--- config.mk ---
export PLATFORM = sky130hd
export DESIGN_NAME = fifo_rd_ctrl
export DESIGN_NICKNAME = d
export VERILOG_FILES = /design/src/rtl/fifo_rd_ctrl.sv
export SDC_FILE = /design/constraint.sdc
export NUM_CORES = 1
export LEC_CHECK = 0
export ABC_CLOCK_PERIOD_IN_PS = 9600
export CORE_MARGIN = 5
export CORE_UTILIZATION = 43
export CTS_BUF_LIST = sky130_fd_sc_hd__clkbuf_2
export DETAILED_ROUTE_END_ITERATION = 10
export HOLD_SLACK_MARGIN = 0.15
export PLACE_DENSITY = 0.85
export SLEW_MARGIN = 40
export SYNTH_ARGS = -nofsm -noshare
export SYNTH_HDL_FRONTEND = slang
export SYNTH_SLANG_ARGS = --single-unit
--- constraint.sdc ---
create_clock -name clk -period 9.6 [get_ports clk]
set_clock_uncertainty 0.15 [all_clocks]
set_input_delay 2.4 -clock clk [delete_from_list [all_inputs] [get_ports clk]]
set_output_delay 2.4 -clock clk [all_outputs]
set_load 0.03 [all_outputs]
--- src/rtl/fifo_rd_ctrl.sv ---
`default_nettype none
// ============================================================================
// Module   : fifo_rd_ctrl
// Brief    : Async-FIFO read-side controller: write-pointer synchroniser, read
//            pointer (binary + Gray), empty/almost_empty/underflow, data register.
// Revision : 1.0 - initial release
// ============================================================================
module fifo_rd_ctrl #(
    parameter int PTR_WIDTH = 4,
    parameter int AE_THRESH = 2
) (
    input  logic                 clk,
    input  logic                 rst,
    input  logic                 i_rd_en,
    input  logic [PTR_WIDTH:0]   i_wr_ptr_gray,
    input  logic [7:0]           i_mem_rdata,
    output logic [PTR_WIDTH-1:0] o_rd_addr,
    output logic [PTR_WIDTH:0]   o_rd_ptr_gray,
    output logic [7:0]           o_dout,
    output logic                 o_dout_valid,
    output logic                 o_empty,
    output logic                 o_almost_empty,
    output logic                 o_underflow
);

    localparam logic [PTR_WIDTH:0] c_AE_THRESH = (PTR_WIDTH+1)'(AE_THRESH);

    logic [PTR_WIDTH:0] r_sync1;
    logic [PTR_WIDTH:0] r_wq2;
    logic [PTR_WIDTH:0] r_rd_bin;
    logic [PTR_WIDTH:0] r_rd_ptr_gray;
    logic               r_empty;
    logic               r_almost_empty;
    logic [7:0]         r_dout;
    logic               r_dout_valid;
    logic               r_underflow;

    logic               w_rd_ok;
    logic [PTR_WIDTH:0] w_rd_bin_next;
    logic [PTR_WIDTH:0] w_gray_next;
    logic [PTR_WIDTH:0] w_wq2_bin;
    logic [PTR_WIDTH:0] w_level_next;

    assign w_rd_ok       = i_rd_en & ~r_empty;
    assign w_rd_bin_next = r_rd_bin + (PTR_WIDTH+1)'(w_rd_ok);
    assign w_gray_next   = w_rd_bin_next ^ (w_rd_bin_next >> 1);

    // Each binary bit is the XOR of all Gray bits at or above it.
    for (genvar i = 0; i <= PTR_WIDTH; i++) begin : g_g2b
        assign w_wq2_bin[i] = ^(r_wq2 >> i);
    end

    assign w_level_next = w_wq2_bin - w_rd_bin_next;

    always_ff @(posedge clk) begin
        if (rst) begin
            r_sync1        <= '0;
            r_wq2          <= '0;
            r_rd_bin       <= '0;
            r_rd_ptr_gray  <= '0;
            r_empty        <= 1'b1;
            r_almost_empty <= 1'b1;
            r_dout         <= '0;
            r_dout_valid   <= 1'b0;
            r_underflow    <= 1'b0;
        end else begin
            r_sync1        <= i_wr_ptr_gray;
            r_wq2          <= r_sync1;
            r_rd_bin       <= w_rd_bin_next;
            r_rd_ptr_gray  <= w_gray_next;
            r_empty        <= (w_gray_next == r_wq2);
            r_almost_empty <= (w_level_next <= c_AE_THRESH);
            r_dout_valid   <= w_rd_ok;
            r_underflow    <= i_rd_en & r_empty;
            if (w_rd_ok) begin
                r_dout <= i_mem_rdata;
            end
        end
    end

    assign o_rd_addr      = r_rd_bin[PTR_WIDTH-1:0];
    assign o_rd_ptr_gray  = r_rd_ptr_gray;
    assign o_dout         = r_dout;
    assign o_dout_valid   = r_dout_valid;
    assign o_empty        = r_empty;
    assign o_almost_empty = r_almost_empty;
    assign o_underflow    = r_underflow;

endmodule
`default_nettype wire

==> results_dict.tcl, run 1 <==
set metrics [dict create \
    rows 20 \
    p_int_w 0.000210 \
    dp.cells 194 \
    drtPass1Iterations 4 \
    overflow 0 \
    ys_ff_latch 31 \
    die_w_um 64.9 \
    synthToLayoutAreaGrowth_pct 34.4 \
    final_area_um2 1740 \
    clock_path_buffers 2 \
    fin_cells 202 \
    gp_congestion 0.847 \
    ant_nets 0 \
    cp.arrival_ns 5.37 \
    hold_slack_ns 0.304 \
    synthCells 129 \
    hold_viol_final 0 \
    grt_pass1_vias 1014 \
    power_leakage_nw 0.718 \
    tightest_slew_ns 0.539 \
    synth_area_leader_cell "dfxtp_1" \
    antenna_found_initial 0 \
    power_density_nw_per_um2 165 \
    grt_max_degree 33 \
    layout_commonest_cell "clkdlybuf4s50_1" \
    max_freq_mhz 191 \
    ys_types 27 \
    totalWireLength_um 2560 \
    grt_pass1_wl_um 4400 \
    holdBufCountCts 0 \
    place_area_um2 1680 \
    totalNegativeSetupSlack_ns 0 \
    hold_class "register to register" \
    netlist_area_um2 1300 \
    ir_worst_vdd_mv 0.101 \
    cts_root_buf "clkbuf_2" \
    seq_area_frac_synth_pct 47.9 \
    slew_violations 0 \
    via_per_inst 4.91 \
    layout_common_cells "clkdlybuf4s50_1 (35), dfxtp_1 (31), nand2_1 (19), nor2_1 (13), nor2b_1 (11)" \
    cpPeakStageDelay_ns 0.45 \
    drtIter0Drc 35 \
    critPathLaunchType "input pin" \
    fin_crit_sh_pct 54.5 \
    switchingPower_w 0.0000783 \
    avgRoutedWirePerCell_um 12.7 \
    synth_top_cell_area_share_pct 47.9 \
    rsz0062_at_grt "false" \
    place_hpwl_um 2040 \
    ctsResizeCount 0 \
    pwr-share-comb_pct 21.8 \
    drv_cap 0 \
    path_cells "clkdlybuf4s50_1 > nand2b_1 > clkinv_1 > ha_1 > ha_1 > fa_1 > nor2_1 > o21ai_0 > a221o_1 > a2bb2oi_1" \
    cts_tree "done" \
    die_h_um 64.9 \
    start_util_pct 43.5 \
    htreeDepth 2 \
    setup_viol 0 \
    worstSetupPathType "input pin to register" \
    pin_count 37 \
    core_area_um2 2980 \
    hold_path_depth 1 \
    ff2ff_path_depth 9 \
    synth_area_leaders "dfxtp_1 (48%), nand2_1 (5.5%), nor2b_1 (5.3%)" \
    yosys_warnings 0 \
    status "complete, no violations" \
    portBuffers 36 \
    worst_setup_path_end_kind "register" \
    path_common_cell "ha_1" \
    period_needed_ns 5.24 \
    drcViolationCount 0 \
    syn_area_per_cell_um2 10.0 \
    pwr-share-clk_pct 29.6 \
    grt_usage_pct 13.6 \
    cts_buffers 5 \
    fp.dieArea_um2 4210 \
    synth_fp_nets 151 \
    pwr-share-seq_pct 48.6 \
    drive_gt1_share_pct 7.69 \
    slowest_stage "fa_1" \
    clock-sinks 31 \
    clk_latency_ns 0.35 \
    path_clk_slew_ns 0.14 \
    sw_frac_of_total_pct 27.2 \
    relSlewSlack_pct 64.1 \
    crit_fanout 10 \
    post-cts-setup-buffer-count 0 \
    nNetsFinal 190 \
    via_count 992 \
    post-route-util_pct 58.5 \
    diodes 0 \
    crit_required_ns 9.74 \
]
area by class of cell:
cell class                      instances  area (um2)
Clock inverter                          3        38.8
Clock buffer                            5        25.0
Timing Repair Buffer                   36         355
Fill cell                             264        1240
Inverter                                5        18.8
Multi-Input combinational cell         89         642
Sequential cell                        31         621
Tap cell                               33        41.3
worst max-delay path, delay by kind of cell:
family                     cells  cell delay (ns)
buffers and inverters          2             0.73
adders and majority gates      3             1.13
and+or+nand+nor                2             0.40
AOI/OAI and AO/OA              3             0.70
per-layer routing:
metal  vias up  part of all wire [%]  global-route usage (%)
met3         6                   6.8                    5.55
met2        39                    51                    23.8
met4         0                   1.8                    6.07
li1        497                     -                       -
met5         -                     0                       0
met1       450                    40                    14.1
final timing paths:
| check | startpoint | end | slack (ns) |
|---|---|---|---|
| hold / removal | r_sync1[0] | r_wq2[0] | 0.30 |
| setup reg to reg | o_empty | o_almost_empty | 6.41 |
| hold reg to reg | r_sync1[0] | r_wq2[0] | 0.30 |
| setup / recovery | i_rd_en | o_almost_empty | 4.36 |
registers in the layout, indices dropped and copies added, names as in the netlist, 4 cells and up:
signal	cells
o_dout	8
r_rd_bin	5
r_sync1	5
r_wq2	5
o_rd_ptr_gray	4
metrics by stage:
stage	setup slack, ns	total power, W
4_1_cts	4.41	0.000292
3_5_place_dp	4.04	0.000206
3_3_place_gp	4.28	0.000203
2_1_floorplan	4.77	0.000182
5_1_grt	4.24	0.000304
6_report	4.36	0.000288
power groups by stage:
stage | registers (W) | logic [W] | clock network [W]
2_1_floorplan | 0.000154 | 0.0000280 | 0
3_3_place_gp | 0.000142 | 0.0000603 | 0
3_5_place_dp | 0.000143 | 0.0000627 | 0
4_1_cts | 0.000140 | 0.0000632 | 0.0000888
5_1_grt | 0.000141 | 0.0000682 | 0.0000946
6_report | 0.000140 | 0.0000629 | 0.0000852
synth_stat cells:
cell	n
a31oi_1	1
nor2_1	13
nand2_1	19
a221o_1	1
fa_1	1
xor2_4	1
a21oi_1	8
xnor3_1	3
xor2_1	6
inv_1	4
nand3_2	1
ha_1	5
xnor2_1	7
o221a_2	1
o21ai_0	2
nor3_1	1
clkinv_1	1
or2_2	1
mux2i_1	1
a2bb2oi_1	1
xnor2_2	1
nor2b_1	11
a41o_1	1
clkbuf_1	4
dfxtp_1	31
nand3_1	1
nand2b_1	2
kinds of logic (layout without fill, tap and decap cells):
| family | count (synthesis) | in the layout | share of synthesized area, % |
|---|---|---|---|
| AND/OR/NAND/NOR | 49 | 49 | 17.6 |
| adder cells (fa/ha/maj) | 6 | 6 | 6.37 |
| AO/OA/AOI/OAI | 15 | 15 | 7.43 |
| buffers and inverters | 9 | 49 | 2.61 |
| multiplexers | 1 | 1 | 0.772 |
| XOR/XNOR | 18 | 18 | 17.4 |
| flip-flops | 31 | 31 | 47.9 |
No activity file was read; power rests on OpenSTA's default activity.
==> run 2: changes to the inputs <==
ABC_CLOCK_PERIOD_IN_PS = 5250   (was 9600)
clock period = 5.25 ns   (was 9.6 ns; I/O delays follow)
==> results of run 2 <==
Same layout as run 1 (identical final DEF). Status: complete, no violations.
Among the figures that moved: setup slack after placement 4.04 ns -> 0.775 ns; setup slack after layout 4.36 ns -> 1.10 ns; register-to-register setup slack 6.41 ns -> 2.06 ns; total power 0.000288 W -> 0.000526 W; worst IR drop on VDD 0.101 mV -> 0.185 mV
